`config.mk`:
```
export PLATFORM = sky130hd
export DESIGN_NAME = triangle_scheduler
export DESIGN_NICKNAME = d
export VERILOG_FILES = /design/src/rtl/triangle_scheduler.sv
export SDC_FILE = /design/constraint.sdc
export NUM_CORES = 1
export LEC_CHECK = 0
export CAP_MARGIN = 25
export CORE_MARGIN = 2
export CORE_UTILIZATION = 40
export DETAILED_ROUTE_END_ITERATION = 10
export DONT_BUFFER_PORTS = 1
export PLACE_DENSITY = 0.66
export SETUP_SLACK_MARGIN = 0.05
export SYNTH_ARGS = -nofsm -noshare
export SYNTH_HDL_FRONTEND = slang
export SYNTH_SLANG_ARGS = --single-unit
```
`constraint.sdc`:
```
create_clock -name clock -period 1.75 [get_ports clock]
set_input_delay 0.175 -clock clock [delete_from_list [all_inputs] [get_ports clock]]
set_output_delay 0.175 -clock clock [all_outputs]
set_load 0.01 [all_outputs]
```
`src/rtl/triangle_scheduler.sv`:
```
// Triangle command scheduler: buffers draw commands in a small FIFO and issues
// them one at a time to draw_triangle, counting completions per frame.
module triangle_scheduler #(
   parameter int WIDTH        = 8,
   parameter int COLOUR_WIDTH = 3,
   parameter int DEPTH        = 4,
   parameter int CNT_WIDTH    = 8
) (
   input  logic                    clock,
   input  logic                    reset,
   input  logic                    in_valid,
   output logic                    in_ready,
   input  logic [WIDTH-1:0]        in_ax,
   input  logic [WIDTH-1:0]        in_ay,
   input  logic [WIDTH-1:0]        in_bx,
   input  logic [WIDTH-1:0]        in_by,
   input  logic [WIDTH-1:0]        in_cx,
   input  logic [WIDTH-1:0]        in_cy,
   input  logic [COLOUR_WIDTH-1:0] in_colour,
   input  logic                    in_last,
   output logic [WIDTH-1:0]        ax,
   output logic [WIDTH-1:0]        ay,
   output logic [WIDTH-1:0]        bx,
   output logic [WIDTH-1:0]        by,
   output logic [WIDTH-1:0]        cx,
   output logic [WIDTH-1:0]        cy,
   output logic [COLOUR_WIDTH-1:0] colour,
   output logic                    draw_en,
   input  logic                    draw_done,
   output logic                    busy,
   output logic                    frame_done,
   output logic [CNT_WIDTH-1:0]    tri_count
);

   localparam int AW = $clog2(DEPTH);
   localparam int EW = 6 * WIDTH + COLOUR_WIDTH + 1;

   localparam logic [2:0] S_IDLE  = 3'd0;
   localparam logic [2:0] S_ISSUE = 3'd1;
   localparam logic [2:0] S_WAIT  = 3'd2;
   localparam logic [2:0] S_CPLT  = 3'd3;
   localparam logic [2:0] S_FRAME = 3'd4;

   logic [EW-1:0]           mem_r [DEPTH];
   logic [AW:0]             wr_ptr_r;
   logic [AW:0]             rd_ptr_r;
   logic                    full_s;
   logic                    empty_s;
   logic                    push_s;
   logic                    pop_s;
   logic [2:0]              state_r;
   logic [2:0]              state_next_s;
   logic                    last_r;
   logic [WIDTH-1:0]        head_ax_s;
   logic [WIDTH-1:0]        head_ay_s;
   logic [WIDTH-1:0]        head_bx_s;
   logic [WIDTH-1:0]        head_by_s;
   logic [WIDTH-1:0]        head_cx_s;
   logic [WIDTH-1:0]        head_cy_s;
   logic [COLOUR_WIDTH-1:0] head_colour_s;
   logic                    head_last_s;

   // Extra wrap bit distinguishes full from empty when the index bits match.
   assign empty_s  = (wr_ptr_r == rd_ptr_r);
   assign full_s   = (wr_ptr_r[AW] != rd_ptr_r[AW]) &&
                     (wr_ptr_r[AW-1:0] == rd_ptr_r[AW-1:0]);
   assign in_ready = reset & ~full_s;
   assign push_s   = in_valid & in_ready;
   assign pop_s    = (state_r == S_IDLE) & ~empty_s;
   assign busy     = ~empty_s | (state_r != S_IDLE);

   assign {head_ax_s, head_ay_s, head_bx_s, head_by_s, head_cx_s, head_cy_s,
           head_colour_s, head_last_s} = mem_r[rd_ptr_r[AW-1:0]];

   // FIFO storage and pointers.
   always_ff @(posedge clock or negedge reset) begin
      if (!reset) begin
         wr_ptr_r <= '0;
         rd_ptr_r <= '0;
         for (int i = 0; i < DEPTH; i++) begin
            mem_r[i] <= '0;
         end
      end else begin
         if (push_s) begin
            mem_r[wr_ptr_r[AW-1:0]] <= {in_ax, in_ay, in_bx, in_by, in_cx, in_cy,
                                        in_colour, in_last};
            wr_ptr_r <= wr_ptr_r + (AW+1)'(1);
         end
         if (pop_s) begin
            rd_ptr_r <= rd_ptr_r + (AW+1)'(1);
         end
      end
   end

   // Next-state logic; draw_done only matters while a draw is outstanding.
   always_comb begin
      state_next_s = state_r;
      case (state_r)
         S_IDLE: begin
            if (!empty_s) state_next_s = S_ISSUE;
            else          state_next_s = S_IDLE;
         end
         S_ISSUE: begin
            if (draw_done) state_next_s = S_CPLT;
            else           state_next_s = S_WAIT;
         end
         S_WAIT: begin
            if (draw_done) state_next_s = S_CPLT;
            else           state_next_s = S_WAIT;
         end
         S_CPLT: begin
            if (last_r) state_next_s = S_FRAME;
            else        state_next_s = S_IDLE;
         end
         S_FRAME: state_next_s = S_IDLE;
         default: state_next_s = S_IDLE;
      endcase
   end

   // State, registered strobes and the per-frame completion counter.
   always_ff @(posedge clock or negedge reset) begin
      if (!reset) begin
         state_r    <= S_IDLE;
         draw_en    <= 1'b0;
         frame_done <= 1'b0;
         tri_count  <= '0;
      end else begin
         state_r    <= state_next_s;
         draw_en    <= (state_next_s == S_ISSUE);
         frame_done <= (state_next_s == S_FRAME);
         if (state_r == S_CPLT) begin
            tri_count <= tri_count + CNT_WIDTH'(1);
         end else if (state_r == S_FRAME) begin
            tri_count <= '0;
         end else begin
            tri_count <= tri_count;
         end
      end
   end

   // Operand registers load only on a pop, so they hold through the whole draw.
   always_ff @(posedge clock or negedge reset) begin
      if (!reset) begin
         ax     <= '0;
         ay     <= '0;
         bx     <= '0;
         by     <= '0;
         cx     <= '0;
         cy     <= '0;
         colour <= '0;
         last_r <= 1'b0;
      end else if (pop_s) begin
         ax     <= head_ax_s;
         ay     <= head_ay_s;
         bx     <= head_bx_s;
         by     <= head_by_s;
         cx     <= head_cx_s;
         cy     <= head_cy_s;
         colour <= head_colour_s;
         last_r <= head_last_s;
      end
   end

endmodule

```
Word level (Yosys, flattened, before mapping):

Cells that the tools add are included.

* memories kept: 0
* RAM bits: 0
* output and inout port bits: 63
* bits of input ports: 56
* ROM bits: 0
* register bits: 279
* latch bits: 0

* equality and inequality tests: 9
* bitwise logic cells: 8
* multiply operators: 0
* reduce and logical (&&, ||, !) cells: 6
* div/mod/pow operators: 0
* $add $sub $neg: 3
* mux-type cells: 12
* shift operators: 0
* magnitude comparators: 3

Operators by type and width (count)
* 208-bit bitwise mux: 1
* 52-bit two-way mux: 3
* 52-bit binary-select mux with 2-bit select: 1
* 52-bit demux with 2-bit select: 1
* 8-bit two-way mux: 2
* 3-bit case mux with 3 select lines: 1
* 8-bit by 1-bit adder with 8-bit output, second input constant: 1
* 3-bit by 1-bit adder with 3-bit output, second input constant: 2
* 3-bit by 1-bit == test with 1-bit output, second input constant: 2
* 3-bit by 2-bit == test with 1-bit output, second input constant: 2
* 3-bit == test, second input constant: 2
* 3-bit >= comparator, second input constant: 2
* 2-bit inverter with 3-bit output: 2
* 1-bit bitwise AND: 3
* 3-bit == test: 1
* 3-bit logical NOT: 1
* 3-bit by 1-bit < comparator with 1-bit output, second input constant: 1
* 3-bit two-way mux: 1
* 3-bit nonzero test: 1
* 2-bit == test: 1
* 1-bit logical AND: 2
* 1-bit two-way mux: 2
* 1-bit inverter: 2
* 2-bit nonzero test: 1
* other kinds (3): 3

Longest topological paths before layout:

* word-level depth: 6
* gate-level depth with buffers: 6
* mapped depth without buffers: 4

Worst setup path before layout:

No wires, ideal clock.

* kind: register to register
* start point: register rd_ptr_r[1]
* end point: register mem_r[42] (netlist name)
* required time: 1.625 ns
* clock period less this slack: 1.902 ns
* library setup time: 0.125 ns
* arrival time: 1.777 ns
* stages on the path, launching flop included: 6
* setup slack: -0.152 ns
* path through: dfrtp_1 buf_4 xor2_4 o311ai_4 buf_6 mux2_2

* longest elaborated chain between the ends: 5

RTL lines
* start: declaration: line 46 `logic [AW:0] rd_ptr_r;`
* start signal: assignment: line 90 `rd_ptr_r <= rd_ptr_r + (AW+1)'(1);`
* 2-bit == test: line 66 `(wr_ptr_r[AW-1:0] == rd_ptr_r[AW-1:0]);`
* 1-bit logical AND: line 65 `assign full_s = (wr_ptr_r[AW] != rd_ptr_r[AW]) &&`
* 1-bit inverter: line 67 `assign in_ready = reset & ~full_s;`
* 1-bit bitwise AND: line 67
* 1-bit bitwise AND: line 68 `assign push_s = in_valid & in_ready;`
* end signal: indexed assignment: line 85 `mem_r[wr_ptr_r[AW-1:0]] <= {in_ax, in_ay, in_bx, in_by, in_cx, in_cy,`
* end: declaration: line 44 `logic [EW-1:0] mem_r [DEPTH];`

Every way passes these cells.
A chain may end at the register's enable or synchronous reset.

Worst setup path after layout:

* start point: register rd_ptr_r[1]
* end point: register mem_r[17] (netlist name)

The elaborated chain is that of the path after synthesis.

==> impl_results.md <==
* Seq cells post-synth at 279
* Slew HR at 59.5%
* CP startpoint kind: register
* CTS buffer count at 30
* Detailed-route DRC error count at 0
* Share of synthesized registers carrying an async set or reset at 100%
* Synth Net Count at 767
* Post-synthesis compound-gate area fraction at under 10%
* Finished Cell Area at 16300 um^2
* Worst Path Max Fanout at 10
* Critical path required time at 2.17 ns
* H-tree levels at 1
* Worst Setup End Kind: register
* Routed len/inst at 24.3 um
* Worst-path clk slew at 0.06 ns
* RSZ-0062 raised after global routing: yes
* First-pass GRT wire length at 45400 um
* Final hold viol count at 279
* Adder-cell area share of the yosys netlist at 0.622%
* Primary FF master, synth: dfrtp_1
* GRT Total Usage at 18.4%
* Placed cell area at 13600 um^2
* Max clock buf depth at 3
* Worst Max-Slew Pin Slew at 0.607 ns
* Status: finished with violations
* CTS tree: done
* GP Congestion at 0.733
* Setup ws final at -0.258 ns
* CP arrival at between 2 and 2.5 ns
* Sink Count at 279
* Maximum VDD drop at approximately 0.0011 V
* Leakage at 7.76 nW
* Seq/Total Area, Yosys at slightly below 60%
* Max Clock Freq at between 400 and 500 MHz
* CTS root buf: clkbuf_16
* Die H at 178 um
* Post-synth EDFFs at 0
* Port Buf Inserts at 0
* Mapped Avg Cell Area at 17.1 um^2
* Post-Syn Area at 12100 um^2
* Endpoints failing setup at 265
* Period utilization at 115%
* Clock Latency Late Sink at 0.55 ns
* Power Total at 0.0335 W
* Max-cap check violation count at 0
* Non-Filler Instances at between 1000 and 1500
* Nets at 905
* Simple-gate portion of the synthesized area at 1.01%
* Dominant cells by area after synthesis: dfrtp_1, mux2_2, mux4_2, mux2_1, buf_6
* Most frequent cells in the layout: dfrtp_1, mux2_4, dlygate4sd3_1
* Clock skew at 0.00999 ns
* Final antenna-violating net count at 0
* Fin crit period at 2.01 ns
* Final setup TNS at -47.21 ns
* Total core area at ~30000 um^2
* 1st-pass router iterations at 6
* Area growth syn-to-layout at 34.9%
* XOR/XNOR share of the synthesized area at under 10%
* Failing checks: hold timing, setup timing
* Iteration-0 DRC count of the detailed router at 529
* Hold Path Class: input port to asynchronous set/reset pin
* Worst hold margin at -0.679 ns
* Vias in the first global route at between 7000 and 8000
* HPWL after DPL at around 17000 um
* Largest net degree at the start of global routing at between 200 and 300
* Yosys top cell by area: dfrtp_1
* Rows at 63
* Netlist cell types at 36
* Post-synthesis cell count at 705
* Synth warnings at 0
* Via count at 6773
* Initial core utilization at 40.7%
* Largest family of logic cells by synthesized area: multiplexers
* Crit Path Class: register to register
* Most common cell after layout, fill and taps aside: dfrtp_1
* Vias/cell at 5.40
* Placed insts at around 1100
* IO Pins at 119
* Die ar. at between 30000 and 40000 um^2
* DIE WIDTH at 178 um
* Grt ovf at 0
* Synth top area share at 57.9%
* Cts hold-fix bufs at 53
* Initial antenna violation count at 1
* Layout cells sized above 1 at 55.6%
* Final WL at 30400 um
* Mux share of post-synthesis cell area at 34.2%
* PwrDens at 2060 nW/um^2
* Fin. max-slew vios at 0
[kinds of logic after synthesis]
group           count (synthesis)
buf+inv                        46
flops                         279
xor+xnor                        9
simple gates                   22
mux                           314
fa+ha+maj                       6
compound gates                 29
[cell type report]
type | instances | area, um^2
clock buffers | 38 | 862
multi-input cells | 380 | 5670
clock inverters | 14 | 170
flip-flops and latches | 279 | 6990
inverters | 3 | 11.3
fillers | 2338 | 13400
diodes | 1 | 2.50
well taps | 390 | 488
repair buffers | 149 | 2070
[power breakdown]
part           total (W)  internal (W)  switching, W
clock            0.00665       0.00403       0.00262
sequential        0.0121       0.00974       0.00241
combinational     0.0147       0.00972       0.00501
total             0.0335        0.0235        0.0100
[worst paths after layout]
kind                             startpoint     endpoint  slack (ns)  cells past startpoint
worst min register to register   mem_r[155]   mem_r[155]        0.50                      1
max in group asynchronous             reset    mem_r[44]        1.90                      0
worst min-delay path                  reset   mem_r[165]       -0.68                      0
worst max register to register  rd_ptr_r[1]    mem_r[17]       -0.26                      6
min in group clock                 in_valid  wr_ptr_r[1]        0.26                      3
worst max-delay path            rd_ptr_r[1]    mem_r[17]       -0.26                      6
[through the flow]
step	setup slack [ns]	hold WS, ns	utilization (%)
after floorplan	-0.136	-0.121	-
after detailed placement	-0.198	-0.112	46.0
after global placement	-0.158	-0.110	46.0
final	-0.258	-0.679	54.9
after global routing	-0.288	-0.703	54.9
after CTS	-0.245	-0.703	53.5
[sequential cells by signal, indices dropped and copies added, names as in the netlist]
register and count:
cx 8, frame_done 1, bx 8, draw_en 1, state_r 3, colour 3
ay 8, cy 8, mem_r 208, last_r 1, by 8, rd_ptr_r 3
tri_count 8, ax 8, wr_ptr_r 3
[repair_timing]
action | in CTS | in global routing
hold endpoints to repair | 488 | 279
gates cloned | 8 | 10
pin swaps | 4 | 4
setup buffers | 21 | 7
endpoints found under the setup margin | 267 | 267
resized for setup | 61 | 46
[layer usage]
| metal | GRT usage, % | share of wire (%) | vias up |
|---|---|---|---|
| met5 | 0 | 0 | - |
| li1 | - | - | 2895 |
| met3 | 3.32 | 4.9 | 43 |
| met1 | 24.8 | 43 | 3660 |
| met4 | 4.00 | 2.1 | 0 |
| met2 | 31.1 | 50 | 175 |
[synth_stat cells (3+ instances only)]
library cell  number
buf_2              6
nor3_1             3
nor2_1             3
mux2_1            24
clkbuf_1           8
buf_4              7
ha_1               6
and3_1             6
inv_1              3
buf_6             20
o311ai_4           4
a211oi_1           3
nand2_1            3
a21oi_1            9
mux2_2           238
dfrtp_1          279
mux4_2            52
xnor2_1            4
a311oi_1           3
[critical path, cell delays in order, from the launching register on]
cell and delay [ns]:
dfrtp_4 0.50, xor2_4 0.18, buf_12 0.15, o311ai_4 0.28
buf_4 0.23, buf_12 0.16, mux2_1 0.36
No activity file was read; power rests on OpenSTA's default activity.
